==> src/rtl/cam_capture_pkg.sv <==
// Shared types and helpers for the OV7670 RGB444 capture path.
package cam_capture_pkg;

    // Width of the frame-buffer write address (covers 640x480 = 307200 pixels).
    localparam int ADDR_W = 19;

    // Capture FSM states.
    typedef enum logic [1:0] {
        ST_IDLE   = 2'd0,
        ST_ARM    = 2'd1,
        ST_VBLANK = 2'd2,
        ST_ACTIVE = 2'd3
    } cap_state_t;

    // One frame-buffer pixel, packed as {R,G,B} with four bits each.
    typedef struct packed {
        logic [3:0] r;
        logic [3:0] g;
        logic [3:0] b;
    } rgb444_t;

    // Number of pixels in a full frame, which is also the first illegal address.
    function automatic int frame_pixels(input int h, input int v);
        return h * v;
    endfunction

endpackage

==> src/rtl/cam_pixel_packer.sv <==
// Folds two camera bytes into one RGB444 pixel and tracks the byte count of
// each HREF window.
//
// All outputs are combinational from the current inputs and the registered
// phase/latch/counter, so the parent can register a write on the same edge
// that samples the second byte of a pixel.
//
// Byte 0 of a pixel carries R in d[3:0] (d[7:4] is discarded); byte 1
// carries {G,B}. When en_i is low (outside the active window, or while VSYNC
// is high) all state is held at its line-start value, so a line can never
// begin mid-pixel and no line check fires for a line cut off by VSYNC.
module cam_pixel_packer
    import cam_capture_pkg::*;
#(
    parameter int H_PIXELS = 640
) (
    input  logic       pclk_i,
    input  logic       rst_n_i,
    input  logic       en_i,
    input  logic       href_i,
    input  logic [7:0] d_i,
    output logic       pix_valid_o,
    output rgb444_t    pix_o,
    output logic       line_end_o,
    output logic       line_bad_o
);

    // One spare bit so overlong lines saturate above the legal count.
    localparam int BCNT_W = $clog2(2 * H_PIXELS + 1) + 1;
    localparam logic [BCNT_W-1:0] LINE_BYTES = BCNT_W'(2 * H_PIXELS);
    localparam logic [BCNT_W-1:0] BCNT_MAX   = '1;

    logic              phase_q, phase_d;
    logic [3:0]        r_q, r_d;
    logic [BCNT_W-1:0] bcnt_q, bcnt_d;
    logic              href_q, href_d;

    // Byte-phase sequencing, R latch, line byte counting and line-end detection.
    always_comb begin
        phase_d     = phase_q;
        r_d         = r_q;
        bcnt_d      = bcnt_q;
        href_d      = 1'b0;
        pix_valid_o = 1'b0;
        pix_o       = '0;
        line_end_o  = 1'b0;
        line_bad_o  = 1'b0;

        if (en_i) begin
            href_d = href_i;
            if (href_i) begin
                phase_d = ~phase_q;
                if (bcnt_q != BCNT_MAX) begin
                    bcnt_d = bcnt_q + 1'b1;
                end
                if (!phase_q) begin
                    r_d = d_i[3:0];
                end else begin
                    pix_valid_o = 1'b1;
                    pix_o       = '{r: r_q, g: d_i[7:4], b: d_i[3:0]};
                end
            end else begin
                // Any trailing half pixel is dropped here by clearing the phase.
                phase_d = 1'b0;
                bcnt_d  = '0;
                if (href_q) begin
                    line_end_o = 1'b1;
                    line_bad_o = (bcnt_q != LINE_BYTES);
                end
            end
        end else begin
            phase_d = 1'b0;
            bcnt_d  = '0;
        end
    end

    // Packer state registers.
    always_ff @(posedge pclk_i or negedge rst_n_i) begin
        if (!rst_n_i) begin
            phase_q <= 1'b0;
            r_q     <= '0;
            bcnt_q  <= '0;
            href_q  <= 1'b0;
        end else begin
            phase_q <= phase_d;
            r_q     <= r_d;
            bcnt_q  <= bcnt_d;
            href_q  <= href_d;
        end
    end

endmodule

==> src/rtl/ov7670_capture.sv <==
// OV7670 RGB444 capture into the frame BRAM write port.
//
// The FSM only enters ACTIVE after seeing a complete VSYNC pulse (high then
// low), so capture always starts at a frame boundary. Pixels are written at
// consecutive addresses from 0; anything beyond the frame budget is dropped
// and flagged in overflow. Lines whose HREF window is not exactly
// 2*H_PIXELS bytes set line_err. Both flags are sticky until reset or an
// accepted start.
//
// Write port handshake: we is a single-cycle strobe with no back-pressure;
// addr/dout are valid in exactly the cycle we is high and hold their last
// values otherwise. Because each pixel takes two bytes, we is never high on
// two consecutive cycles.
module ov7670_capture
    import cam_capture_pkg::*;
#(
    parameter int H_PIXELS   = 640,
    parameter int V_LINES    = 480,
    parameter int CONTINUOUS = 1
) (
    input  logic              pclk,
    input  logic              rst_n,
    input  logic              start,
    input  logic              vsync,
    input  logic              href,
    input  logic [7:0]        d,
    output logic              we,
    output logic [ADDR_W-1:0] addr,
    output logic [11:0]       dout,
    output logic              frame_done,
    output logic              busy,
    output logic              line_err,
    output logic              overflow
);

    localparam logic [ADDR_W-1:0] FRAME_PIX = ADDR_W'(frame_pixels(H_PIXELS, V_LINES));
    localparam int                LCNT_W    = $clog2(V_LINES + 1);
    localparam logic [LCNT_W-1:0] LINES_MAX = LCNT_W'(V_LINES);

    cap_state_t        state_q, state_d;
    logic [ADDR_W-1:0] pix_cnt_q, pix_cnt_d;
    logic [LCNT_W-1:0] line_cnt_q, line_cnt_d;
    logic              we_q, we_d;
    logic [ADDR_W-1:0] addr_q, addr_d;
    logic [11:0]       dout_q, dout_d;
    logic              fd_q, fd_d;
    logic              lerr_q, lerr_d;
    logic              ovf_q, ovf_d;

    logic    pk_en;
    logic    pix_valid;
    rgb444_t pix;
    logic    line_end;
    logic    line_bad;

    // VSYNC takes priority over HREF in ACTIVE, so the packer is frozen
    // whenever VSYNC is high.
    assign pk_en = (state_q == ST_ACTIVE) && !vsync;

    cam_pixel_packer #(
        .H_PIXELS (H_PIXELS)
    ) u_packer (
        .pclk_i      (pclk),
        .rst_n_i     (rst_n),
        .en_i        (pk_en),
        .href_i      (href),
        .d_i         (d),
        .pix_valid_o (pix_valid),
        .pix_o       (pix),
        .line_end_o  (line_end),
        .line_bad_o  (line_bad)
    );

    // Frame FSM, address/line counters, write strobe and sticky status flags.
    always_comb begin
        state_d    = state_q;
        pix_cnt_d  = pix_cnt_q;
        line_cnt_d = line_cnt_q;
        we_d       = 1'b0;
        addr_d     = addr_q;
        dout_d     = dout_q;
        fd_d       = 1'b0;
        lerr_d     = lerr_q;
        ovf_d      = ovf_q;

        case (state_q)
            ST_IDLE: begin
                if (start) begin
                    lerr_d = 1'b0;
                    ovf_d  = 1'b0;
                end
                if ((CONTINUOUS != 0) || start) begin
                    state_d = ST_ARM;
                end
            end
            ST_ARM: begin
                if (vsync) begin
                    state_d = ST_VBLANK;
                end
            end
            ST_VBLANK: begin
                if (!vsync) begin
                    state_d    = ST_ACTIVE;
                    pix_cnt_d  = '0;
                    line_cnt_d = '0;
                end
            end
            ST_ACTIVE: begin
                if (vsync) begin
                    fd_d    = 1'b1;
                    state_d = (CONTINUOUS != 0) ? ST_VBLANK : ST_IDLE;
                end else begin
                    if (pix_valid) begin
                        if (pix_cnt_q != FRAME_PIX) begin
                            we_d      = 1'b1;
                            addr_d    = pix_cnt_q;
                            dout_d    = pix;
                            pix_cnt_d = pix_cnt_q + 1'b1;
                        end else begin
                            ovf_d = 1'b1;
                        end
                    end
                    if (line_end) begin
                        if (line_bad) begin
                            lerr_d = 1'b1;
                        end
                        // Line counter saturates at V_LINES; any further line
                        // is outside the frame.
                        if (line_cnt_q >= LINES_MAX) begin
                            ovf_d = 1'b1;
                        end else begin
                            line_cnt_d = line_cnt_q + 1'b1;
                        end
                    end
                end
            end
            default: state_d = ST_IDLE;
        endcase
    end

    // State and output registers; reset returns every output to zero.
    always_ff @(posedge pclk or negedge rst_n) begin
        if (!rst_n) begin
            state_q    <= ST_IDLE;
            pix_cnt_q  <= '0;
            line_cnt_q <= '0;
            we_q       <= 1'b0;
            addr_q     <= '0;
            dout_q     <= '0;
            fd_q       <= 1'b0;
            lerr_q     <= 1'b0;
            ovf_q      <= 1'b0;
        end else begin
            state_q    <= state_d;
            pix_cnt_q  <= pix_cnt_d;
            line_cnt_q <= line_cnt_d;
            we_q       <= we_d;
            addr_q     <= addr_d;
            dout_q     <= dout_d;
            fd_q       <= fd_d;
            lerr_q     <= lerr_d;
            ovf_q      <= ovf_d;
        end
    end

    assign we         = we_q;
    assign addr       = addr_q;
    assign dout       = dout_q;
    assign frame_done = fd_q;
    assign busy       = (state_q != ST_IDLE);
    assign line_err   = lerr_q;
    assign overflow   = ovf_q;

endmodule

==> config.mk <==
export PLATFORM = sky130hd
export DESIGN_NAME = ov7670_capture
export DESIGN_NICKNAME = d
export VERILOG_FILES = /design/src/rtl/cam_capture_pkg.sv /design/src/rtl/cam_pixel_packer.sv /design/src/rtl/ov7670_capture.sv
export SDC_FILE = /design/constraint.sdc
export NUM_CORES = 1
export LEC_CHECK = 0
export BUFFER_PORTS_ARGS = -buffer_cell sky130_fd_sc_hd__buf_4
export CAP_MARGIN = 25
export CORE_MARGIN = 4
export CORE_UTILIZATION = 62
export DETAILED_ROUTE_END_ITERATION = 7
export PLACE_DENSITY_LB_ADDON = 0.1
export SYNTH_ARGS = -nofsm -noshare
export SYNTH_HDL_FRONTEND = slang
export SYNTH_SLANG_ARGS = --single-unit
export TNS_END_PERCENT = 10
==> constraint.sdc <==
create_clock -name pclk -period 4.55 [get_ports pclk]
set_clock_uncertainty 0.1 [all_clocks]
set_input_delay 0.91 -clock pclk [delete_from_list [all_inputs] [get_ports pclk]]
set_output_delay 0.91 -clock pclk [all_outputs]
set_load 0.005 [all_outputs]
== Yosys cells after proc, flatten, opt, wreduce, memory -nomap -nowiden ==
Index checks and enable logic that the tools add are counted.

* Order comparisons: 1
* Multiplexer cells: 48
* Bitwise gates (word level): 2
* Equal/unequal tests: 16
* Reductions and logical operators: 14
* Add/subtract/negate cells: 3

{| class="wikitable"
|+ Operator list
! cell !! number
|-
| $mux W19 || 4
|-
| $mux W12 || 6
|-
| $pmux W19 S2 || 1
|-
| $mux W9 || 4
|-
| $mux W1 || 27
|-
| $add A19 B1 Y19 const B || 1
|-
| $ne A19 B19 Y1 const B || 1
|-
| $pmux W9 S2 || 1
|-
| $reduce_and A5 Y1 || 3
|-
| $ne A2 B2 Y1 const B || 7
|-
| $add A12 B1 Y12 const B || 1
|-
| $ne A12 B11 Y1 const B || 1
|-
| $ne A12 B12 Y1 const B || 1
|-
| $add A9 B1 Y9 const B || 1
|-
| $ge A9 B9 Y1 const B || 1
|-
| $pmux W2 S3 || 1
|-
| $reduce_and A3 Y1 || 2
|-
| $reduce_bool A2 Y1 || 3
|-
| $eq A2 B2 Y1 const B || 2
|-
| $mux W2 || 2
|-
| $ne A2 B1 Y1 const B || 2
|-
| $pmux W1 S2 || 2
|-
| $reduce_and A4 Y1 || 1
|-
| $ne A3 B2 Y1 const B || 1
|-
| 7 further kinds || 8
|}

* Flip-flop bits (word level): 83
* Output and inout bits: 36
* Input bits: 13
* Word-level logic and storage cells: 97

== Longest topological paths before layout ==
Gate-level depths: netlist of run 1.

* Depth after elaboration: 8
* Depth in mapped cells: 7
* Gate-level depth less buffers: 6

== Cells and area by module ==
From an unflattened synthesis of run 1, not the netlist that was laid out.

* Cell total of the unflattened synthesis: 361
* Area, all modules: 3897.5 µm²

{| class="wikitable"
|+ Modules (own cells, without submodules)
! module !! cells each !! sequential area each (µm²) !! area an instance (µm²) !! times used
|-
| ov7670_capture || 259 || 1626.6 || 2911.5 || 1
|-
| cam_pixel_packer || 102 || 450.4 || 985.9 || 1
|}

== Worst setup path after synthesis of run 1 ==
OpenSTA, ideal clock, no wires.

* Kind: input port to flip-flop
* From: input vsync
* To: register addr_q[1] (netlist: addr[1])
* Required time: 4.325 ns
* Setup slack: 2.223 ns
* Cell stages on the path: 7
* Buffers on the path: 1
* Data arrival time: 2.102 ns
* Library setup time: 0.125 ns
* Path through: and2b_4 -> nand3_4 -> clkinv_2 -> and2_4 -> o21ai_4 -> buf_6 -> mux2_2

* Cells in the longest elaborated chain, start to end: 4
* Elaborated cells on any way between the ends: 5
* Those cells by class: mux (1); bitwise (1); reduce/logical (3)

{| class="wikitable"
|+ Ends and longest elaborated chain
! what !! RTL line !! RTL
|-
| start, declared || ov7670_capture.sv:24 || <nowiki>input logic vsync,</nowiki>
|-
| $logic_not A1 Y1 || - ||
|-
| $logic_and A1 B1 Y1 || ov7670_capture.sv:58 || <nowiki>assign pk_en = (state_q == ST_ACTIVE) && !vsync;</nowiki>
|-
| $mux W1 || cam_pixel_packer.sv:49 || <nowiki>if (en_i) begin</nowiki>
|-
| $reduce_and A4 Y1 (no line) (*) || - ||
|-
| end signal, assigned || ov7670_capture.sv:158 || <nowiki>addr_q <= addr_d;</nowiki>
|-
| end, declared || ov7670_capture.sv:44 || <nowiki>logic [ADDR_W-1:0] addr_q, addr_d;</nowiki>
|}

Every way passes the cells marked *; elsewhere a longest branch is shown, timed or not.
A chain may end at the register's enable or synchronous reset.

== Worst setup path in the final report of run 1 ==
* From: register pix_cnt_q[0]
* To: register addr_q[5] (netlist: addr[5])

* Cells in the longest elaborated chain, start to end: 2

{| class="wikitable"
|+ Ends and longest elaborated chain
! what !! RTL line !! RTL
|-
| start, declared || ov7670_capture.sv:41 || <nowiki>logic [ADDR_W-1:0] pix_cnt_q, pix_cnt_d;</nowiki>
|-
| start signal, assigned || ov7670_capture.sv:155 || <nowiki>pix_cnt_q <= pix_cnt_d;</nowiki>
|-
| $ne A19 B19 Y1 || ov7670_capture.sv:114 || <nowiki>if (pix_cnt_q != FRAME_PIX) begin</nowiki>
|-
| $reduce_and A4 Y1 (no line) || - ||
|}

Every way passes these cells.

==> results of run 1 <==
cells in the mapped netlist, types with 2 or more instances:
library cell and instances:
clkbuf_1 4, nand2_1 22, ha_1 6, mux2_2 32, or3_1 15, buf_6 3, a21oi_1 21, buf_2 6
dfrtp_1 83, nor4b_1 3, o21ai_0 23, o41ai_1 2, nor2_1 12, mux2_1 3, nand4_1 16, o31a_1 3
or2_2 3, nor4_1 5, a21o_1 2, and3_1 5, nor3_1 8, or4_1 5, a31oi_1 3, xnor2_1 2
inv_1 17, o31ai_1 7, o211ai_1 3, nand3_1 14, and4_1 4, and2_1 3, mux2i_1 4
area by class of cell:
| class | count | area [um^2] |
|---|---|---|
| Sequential cell | 83 | 2077 |
| Multi-Input combinational cell | 242 | 1713 |
| Fill cell | 426 | 1496 |
| Timing Repair Buffer | 52 | 422.9 |
| Clock buffer | 11 | 151.4 |
| Tap cell | 75 | 93.84 |
| Inverter | 18 | 68.82 |
| Clock inverter | 5 | 37.54 |
stage by stage:
step / cell area, um^2 / utilization / cells
floorplan: 3941 / - / 358
global placement: 4320 / 0.7128 / 467
detailed placement: 4320 / 0.7128 / 467
CTS: 4509 / 0.7440 / 483
global route: 4564 / 0.7531 / 486
finish: 4564 / 0.7531 / 486
power groups by stage:
stage          logic, mW  clock network, mW  registers (mW)
2_1_floorplan     0.0602                  0           0.816
3_3_place_gp       0.131                  0           0.818
3_5_place_dp       0.137                  0           0.820
4_1_cts            0.137              0.505           0.805
5_1_grt            0.153              0.541           0.812
6_report           0.137              0.492           0.806
final timing paths:
| path | to | slack [ns] | cells after the start |
|---|---|---|---|
| worst max-delay path | addr[5] | 2.19 | 7 |
| worst min-delay path | u_packer.bcnt_q[8] | 0.27 | 1 |
| worst max register to register | addr[5] | 2.19 | 7 |
| worst min register to register | line_cnt_q[8] | 0.38 | 2 |
| max in group asynchronous | pix_cnt_q[10] | 3.50 | 2 |
| min in group pclk | line_cnt_q[8] | 0.38 | 2 |
layout by cell type (no fill, tap or decap), types with 4 or more instances in the layout:
| cell type | instances |
|---|---|
| a21oi_1 | 21 |
| and3_1 | 5 |
| and4_1 | 4 |
| buf_4 | 50 |
| clkbuf_8 | 11 |
| dfrtp_1 | 83 |
| ha_1 | 6 |
| inv_1 | 17 |
| mux2_2 | 32 |
| mux2i_1 | 4 |
| nand2_1 | 22 |
| nand3_1 | 14 |
| nand4_1 | 16 |
| nor2_1 | 12 |
| nor3_1 | 8 |
| nor4_1 | 5 |
| o21ai_0 | 23 |
| o31ai_1 | 7 |
| or3_1 | 15 |
| or4_1 | 5 |
registers in the layout, summed over array words and instances (netlist names), 2 cells and up:
name and count:
line_cnt_q 9, pix_cnt_q 19, state_q 2, u_packer.bcnt_q 12, dout 12, u_packer.r_q 4
addr 19
cell families after synthesis:
logic type / Yosys count
DFF: 83
muxes: 39
adders and majority gates: 6
xor gates and xnor gates: 2
buffers and inverters: 33
and+or+nand+nor: 127
AOI/OAI and AO/OA: 68
routing by layer:
layer / track usage / up-vias
met5: 0 / -
met4: 0.09066 / 0
met3: 0.04986 / 12
met2: 0.3589 / 63
met1: 0.3129 / 1480
li1: - / 1417
==> results_dict.tcl, run 1 <==
set metrics [dict create \
    status "complete, no violations" \
    power_density_nw_per_um2 314.1 \
    whs_ns 0.2701 \
    finalSetupViolations 0 \
    die_y_um 87.73 \
    synth-seq-cells 83 \
    dpl.hpwl_um 5333 \
    root_buffer "clkbuf_8" \
    grt_max_degree 84 \
    synth_area_per_cell_um2 11.01 \
    synthArstFlopShare 1.000 \
    m1WireLength_um 3571 \
    swShare 0.2444 \
    p_comb_frac 0.095 \
    synth_top_family_by_area "simple AND/OR/NAND/NOR gates" \
    worstMarginPinSlew_ns 1.047 \
    internal_power_mw 1.083 \
    finalSetupTns_ns 0 \
    antenna_found_initial 0 \
    min_period_ns 2.364 \
    drt_first_pass_iters 5 \
    synth_mux_area_frac 0.1102 \
    via_count 2972 \
    cts.sinks 83 \
    wl_met3_um 309 \
    ctsResizeCount 0 \
    startpoint_type "register" \
    crit_buf_inv 2 \
    track_usage 0.2290 \
    hold_path_class "in2async" \
    cts_tree "built" \
    synth_xor_area_frac 0.004444 \
    maxCapViolCount 0 \
    path_delay_family "simple AND/OR/NAND/NOR gates" \
    power_mw 1.434 \
    required_ns 4.68 \
    areaGrowthSynthToFinish_pct 15.81 \
    timing.final.ws_setup_ns 2.186 \
    postCtsHoldBufs 0 \
    yosys.area_share.simple 0.1946 \
    final_nets 425 \
    routed.top_layer "met4" \
    syn_nets 377 \
    slew_headroom 0.2988 \
    seqPwrFrac 0.562 \
    p_leak_nw 2.084 \
    fmax_mhz 423.0 \
    wl_per_cell_um 16.29 \
    fp-row-count 28 \
    cts_buffers 9 \
    die_area_um2 7697 \
    synth_top_area_cell "dfrtp_1" \
    synth.area.top_cells "dfrtp_1 53%, mux2_2 9.1%, o21ai_0 2.9%" \
    grt_pass1_wl_um 13870 \
    post_cts_buffers 0 \
    syn_area_um2 3941 \
    ys_warn_count 0 \
    drc 0 \
    synth_compound_area_frac 0.1051 \
    dp_slack_ns 1.706 \
    synth-edff-count 0 \
    p_switching_uw 350.4 \
    ios 49 \
    clk_latency_ns 0.35 \
    overflow 0 \
    pwr-share-clk 0.343 \
    clkTransAtPathRegs_ns 0.08 \
    routed_wl_um 7915 \
    yosysTopAreaCellShare 0.5270 \
    wl_met2_um 3922 \
    synth_fa_ha_area_frac 0.01905 \
    crit_path_end_kind "register" \
    crit_type "reg2reg" \
    ant_nets 0 \
    hold_viol 0 \
    cts_max_level 3 \
    port_buffers 48 \
    synth_cells 358 \
    crit_chain "inv_1 -> ha_1 -> nor4bb_1 -> nand4_1 -> o21ai_4 -> buf_12 -> mux2_2" \
    critPathMaxStageDelay_ns 0.44 \
    core-area_um2 6061 \
    irDropWorstVdd_mv 0.2750 \
    slew_violations 0 \
    crit_slowest_cell "dfrtp_1" \
    via_per_inst 6.115 \
    ys.flop_type "dfrtp_1" \
    rsz0062_at_grt "no" \
    initial_utilization 0.6503 \
    finalWeightedCongestion 0.7928 \
    ys_seq_area_frac 0.5270 \
    ys_types 50 \
    cts_max_path_buffers 2 \
    worstPathArrival_ns 2.49 \
    antenna_cells 0 \
    drive_gt1_frac 0.2798 \
    drt_iter0_drc 171 \
    reg2reg_from "pix_cnt_q[0]" \
    fp.dieW_um 87.73 \
    crit_fanout 34 \
    first_global_vias 2954 \
    crit_start "pix_cnt_q[0]" \
    fin_crit_sh 0.5195 \
]
(Power assumes the default switching activity.)
==> run 2: changes to the inputs <==
Settings changed: ABC_AREA from default to 1, CORE_UTILIZATION 62 to 53.
Clock period 4.55 ns to 2.1 ns, I/O delays scaled along.
==> run 2 against run 1 <==
Effect of this change: utilization fell by 12 points; non-clock buffer count increased by 3; total power is 140% higher; routed wire length rose by 18%; critical path depth rose by 2; synthesized cell count is 45% higher; fmax increased by 24%; sequential share of layout area is 3.3 points lower; first-iteration DRC count grew 7.0%; critical path type unchanged; critical endpoint is now addr[4].
==> results_dict.tcl, run 2 <==
set metrics [dict create \
    status "complete, no violations" \
    overflow 0 \
    worstMarginPinSlew_ns 0.5090 \
    startpoint_type "register" \
    drc 0 \
    met2_usage 0.3455 \
    track_usage 0.2126 \
    place_area_um2 4692 \
    antenna_found_initial 0 \
    grt_pass1_wl_um 16520 \
    crit_fanout 21 \
    yosysMostFrequentCell "nand2_1" \
    regArea_um2 2077 \
    hold_path_class "in2reg" \
    fp.dieW_um 97.28 \
    ios 49 \
    crit_slowest_cell "dfrtp_1" \
    crit_buf_inv 2 \
    routed_wl_um 9303 \
    slew_headroom 0.6580 \
    fp-row-count 32 \
    irDropWorstVdd_mv 0.4092 \
    top_usage_layer "met2" \
    ys_types 37 \
    final_nets 593 \
    crit_type "reg2reg" \
    p_comb_frac 0.107 \
    p_switching_uw 872.8 \
    clkTransAtPathRegs_ns 0.09 \
    die_area_um2 9462 \
    swShare 0.2551 \
    synth.area.top_cells "dfrtp_1 49%, nand2_1 14%, nor2_1 4.8%" \
    seqPwrFrac 0.514 \
    nFillCells 668 \
    path_delay_family "simple AND/OR/NAND/NOR gates" \
    ys_warn_count 0 \
    internal_power_mw 2.549 \
    synth_cells 520 \
    met1_usage 0.2791 \
    min_period_ns 1.908 \
    final_common_cell "nand2_1" \
    p_leak_nw 2.347 \
    cts.sinks 83 \
    ctsResizeCount 0 \
    via_per_inst 5.211 \
    crit_chain "inv_1 -> ha_1 -> nand3_1 -> nor2_1 -> nand3_2 -> nand2_4 -> buf_4 -> nand2_1 -> o21ai_1" \
    layout_common_cells "155 x nand2_1, 83 x dfrtp_1, 54 x nor2_1" \
    grt_use_met3 0.03948 \
    cts_max_level 3 \
    slew_violations 0 \
    drive_gt1_frac 0.1727 \
    finalWeightedCongestion 0.9527 \
    fmax_mhz 524.2 \
    grt_max_degree 39 \
    required_ns 2.28 \
    clk_latency_ns 0.36 \
    synth-seq-cells 83 \
    dp_slack_ns 0.2274 \
    initial_utilization 0.5466 \
    cts_max_path_buffers 2 \
    drt_first_pass_iters 4 \
    ys.flop_type "dfrtp_1" \
    critPathMaxStageDelay_ns 0.46 \
    die_y_um 97.28 \
    yosys-top-cells-count "155 x nand2_1, 83 x dfrtp_1, 54 x nor2_1, 52 x inv_1, 35 x nand3_1" \
    rsz0062_at_grt "no" \
    multiInputGateArea_um2 1851 \
    syn_nets 539 \
    worstPathArrival_ns 2.09 \
    via_count 3549 \
    areaGrowthSynthToFinish_pct 16.62 \
    cts_tree "built" \
    first_global_vias 3521 \
    yosysTopAreaCellShare 0.4917 \
    drt_iter0_drc 183 \
    ant_nets 0 \
    finalNonFillerCells 681 \
    wl_per_cell_um 13.66 \
    synth_area_per_cell_um2 8.123 \
    fin_crit_sh 0.9085 \
    finalSetupViolations 0 \
    ys_seq_area_frac 0.4917 \
    root_buffer "clkbuf_8" \
    finalSetupTns_ns 0 \
    syn_area_um2 4224 \
    dpl.hpwl_um 6721 \
    final_area_um2 4926 \
    core-area_um2 7727 \
    maxCapViolCount 0 \
    antenna_cells 0 \
    pwr-share-clk 0.379 \
    port_buffers 48 \
    synth_top_area_cell "dfrtp_1" \
    cts_buffers 9 \
    final_core_utilization 0.6375 \
    power_density_nw_per_um2 694.6 \
    dp_cells 664 \
    crit_path_end_kind "register" \
    synthArstFlopShare 1.000 \
    timing.final.ws_setup_ns 0.1922 \
    hold_viol 0 \
    synth-edff-count 0 \
]
## run 2: cell count changes in the layout (fill, tap and decap cells not counted), moves of 10 or more
cell,previous run,this run
o21ai_1,0,19
nand2_1,22,155
a21oi_1,21,3
or3_1,15,0
nor2_1,12,54
mux2_2,32,0
nand3_1,14,35
xor2_1,0,10
inv_1,17,52
## run 2: logic make-up (layout without fill, tap and decap cells)
family,after synthesis,after routing,synth area share
buffers and inverters,67,126,0.07020
flip-flops,83,83,0.4917
AND/OR/NAND/NOR,279,279,0.2915
XOR/XNOR,13,13,0.02696
adder cells (fa/ha/maj),6,6,0.01777
AO/OA/AOI/OAI,72,72,0.1019
## run 2: layout make-up
cell class,count,area share
multi-input combinational,370,0.3757
timing repair buffer,55,0.08941
sequential,83,0.4216
clock buffer,9,0.02515
clock inverter,7,0.02032
tap,102,0.02591
inverter,55,0.04191
## run 2: worst register-to-register path: cells and delay by family, from the launching register on
family                     cells  cell delay [ns]
AOI/OAI and AO/OA              1             0.09
adders and majority gates      1             0.18
and+or+nand+nor                5             0.62
DFF                            1             0.46
buffers and inverters          2             0.39
## run 2: per-stage QoR
| stage | total power, mW | hold slack [ns] |
|---|---|---|
| 2_1_floorplan | 1.948 | 0.02441 |
| 3_3_place_gp | 2.148 | 0.3058 |
| 3_5_place_dp | 2.163 | 0.3111 |
| 4_1_cts | 3.467 | 0.1291 |
| 5_1_grt | 3.594 | 0.1381 |
| 6_report | 3.422 | 0.1470 |
## run 2: power groups by stage
stage | combinational, mW | clock (mW) | sequential (mW)
2_1_floorplan | 0.160 | 0 | 1.79
3_3_place_gp | 0.360 | 0 | 1.79
3_5_place_dp | 0.372 | 0 | 1.79
4_1_cts | 0.375 | 1.33 | 1.76
5_1_grt | 0.416 | 1.40 | 1.78
6_report | 0.366 | 1.30 | 1.76
## run 2: metal layers
| metal | share of wire | wire, um | up-vias |
|---|---|---|---|
| met2 | 0.46 | 4318 | 95 |
| met5 | 0 | 0 | - |
| li1 | - | - | 1777 |
| met3 | 0.050 | 463 | 20 |
| met1 | 0.46 | 4298 | 1657 |
| met4 | 0.024 | 223 | 0 |
## run 2: final timing paths
| path | startpoint | to | slack (ns) | cells after the start |
|---|---|---|---|---|
| worst max-delay path | pix_cnt_q[0] | addr[4] | 0.19 | 9 |
| min in group asynchronous | rst_n | line_cnt_q[5] | 0.44 | 2 |
| worst max register to register | pix_cnt_q[0] | addr[4] | 0.19 | 9 |
| worst min register to register | dout[4] | dout[4] | 0.39 | 2 |
| max in group asynchronous | rst_n | addr[14] | 0.89 | 3 |
| worst min-delay path | d[7] | dout[7] | 0.15 | 3 |
## run 2: what timing repair did
item	in CTS	in global routing
buffers inserted	0	0
hold buffers	1	0
hold endpoints to repair	33	0
==> run 3: changes to the inputs <==
Settings changed: MAX_ROUTING_LAYER from default to met4.
==> run 3 against run 2 <==
Effect of this change: worst setup slack improved by 0.0087 ns; sequential cell count did not move; sequential share of layout area unchanged; largest cell class unchanged; non-clock buffer count did not move; critical path type unchanged; highest routed layer unchanged.
==> results_dict.tcl, run 3 (synthesis gave the netlist of run 2 again) <==
set metrics [dict create \
    status "complete, no violations" \
    cts_buffers 9 \
    hold_path_class "in2reg" \
    wl_per_cell_um 13.72 \
    timing.final.ws_setup_ns 0.2009 \
    die_area_um2 9462 \
    overflow 0 \
    die_y_um 97.28 \
    cts_max_level 3 \
    cts.sinks 83 \
    irDropWorstVdd_mv 0.4105 \
    finalSetupTns_ns 0 \
    final_nets 593 \
    critPathMaxStageDelay_ns 0.46 \
    maxCapViolCount 0 \
    fin_crit_sh 0.9043 \
    ant_nets 0 \
    antenna_cells 0 \
    grt_max_degree 39 \
    startpoint_type "register" \
    layout_common_cells "155 x nand2_1, 83 x dfrtp_1, 54 x nor2_1" \
    p_leak_nw 2.347 \
    first_global_vias 3518 \
    whs_ns 0.1450 \
    worstPathArrival_ns 2.05 \
    crit_type "reg2reg" \
    core-area_um2 7727 \
    drt_iter0_drc 185 \
    fp-row-count 32 \
    root_buffer "clkbuf_8" \
    areaGrowthSynthToFinish_pct 16.62 \
    dp_slack_ns 0.2274 \
    finalSetupViolations 0 \
    crit_chain "inv_1 -> ha_1 -> nand3_1 -> nor2_1 -> nand3_2 -> nand2_4 -> nand2_4 -> nand2_1 -> o21ai_2" \
    power_density_nw_per_um2 695.3 \
    nFillCells 668 \
    crit_fanout 21 \
    post_cts_buffers 0 \
    slew_headroom 0.6398 \
    crit_path_end_kind "register" \
    track_usage 0.2197 \
    cts_tree "built" \
    clkTransAtPathRegs_ns 0.09 \
    antenna_found_initial 0 \
    cts_max_path_buffers 2 \
    power_mw 3.425 \
    dpl.hpwl_um 6721 \
    grt_pass1_wl_um 16550 \
    finalWeightedCongestion 0.9701 \
    clk_latency_ns 0.36 \
    rsz0062_at_grt "no" \
    min_period_ns 1.899 \
    drive_gt1_frac 0.1727 \
    initial_utilization 0.5466 \
    drc 0 \
    ios 49 \
    via_per_inst 5.235 \
    routed_wl_um 9344 \
    hold_viol 0 \
    fp.dieW_um 97.28 \
    path_common_cell "nand2_4" \
    drt_first_pass_iters 4 \
    port_buffers 48 \
    via_count 3565 \
    crit_slowest_cell "dfrtp_1" \
    slew_violations 0 \
    fmax_mhz 526.6 \
    worstMarginPinSlew_ns 0.5361 \
    final_common_cell "nand2_1" \
    required_ns 2.25 \
]
## run 3: cell counts in the layout (fill, tap and decap cells not counted)
Identical to the previous run, type by type.
## run 3: where the power goes
group          leakage (nW)  internal [mW]  switching (mW)
Combinational          1.13          0.173           0.193
Clock                 0.102          0.677           0.620
Sequential             1.11           1.70          0.0635
## run 3: cell type report
cell class                 instances  area, um^2  area share
multi-input combinational        370        1851      0.3757
clock buffer                       9       123.9     0.02515
sequential                        83        2077      0.4216
tap                              102       127.6     0.02591
clock inverter                     7       100.1     0.02032
inverter                          55       206.4     0.04191
timing repair buffer              55       440.4     0.08941
## run 3: timing repair
| item | in CTS | in global routing |
|---|---|---|
| endpoints found under the hold margin | 33 | 0 |
| gates resized for setup | 0 | 0 |
| hold buffers | 1 | 0 |
| endpoints found under the setup margin | 0 | 0 |
## run 3: path summary, 6_finish.rpt
path / start / endpoint / slack, ns / cells after the start
worst min register to register: dout[4] / dout[4] / 0.39 / 2
max in group asynchronous: rst_n / pix_cnt_q[18] / 0.88 / 3
worst max register to register: pix_cnt_q[0] / pix_cnt_q[10] / 0.20 / 9
worst min-delay path: d[7] / dout[7] / 0.14 / 3
min in group asynchronous: rst_n / line_cnt_q[5] / 0.44 / 2
worst max-delay path: pix_cnt_q[0] / pix_cnt_q[10] / 0.20 / 9
## run 3: critical path, delay by kind of cell (launching register included)
kind	cells	cell delay [ns]
and+or+nand+nor	6	0.86
DFF	1	0.46
adders and majority gates	1	0.18
buffers and inverters	1	0.14
AOI/OAI and AO/OA	1	0.06
## run 3: layer usage
| layer | wire length, um | share of wire | global-route usage | vias to the layer above |
|---|---|---|---|---|
| met1 | 4365 | 0.47 | 0.2828 | 1661 |
| met3 | 462 | 0.049 | 0.04307 | 26 |
| met2 | 4277 | 0.46 | 0.3434 | 102 |
| li1 | - | - | - | 1776 |
| met5 | 0 | 0 | - | - |
| met4 | 239 | 0.026 | 0.08946 | 0 |
## run 3: stage by stage
stage	instance area (um^2)	util	cells
floorplan	4224	-	520
global placement	4692	0.6072	664
detailed placement	4692	0.6072	664
CTS	4926	0.6375	681
global route	4926	0.6375	681
finish	4926	0.6375	681
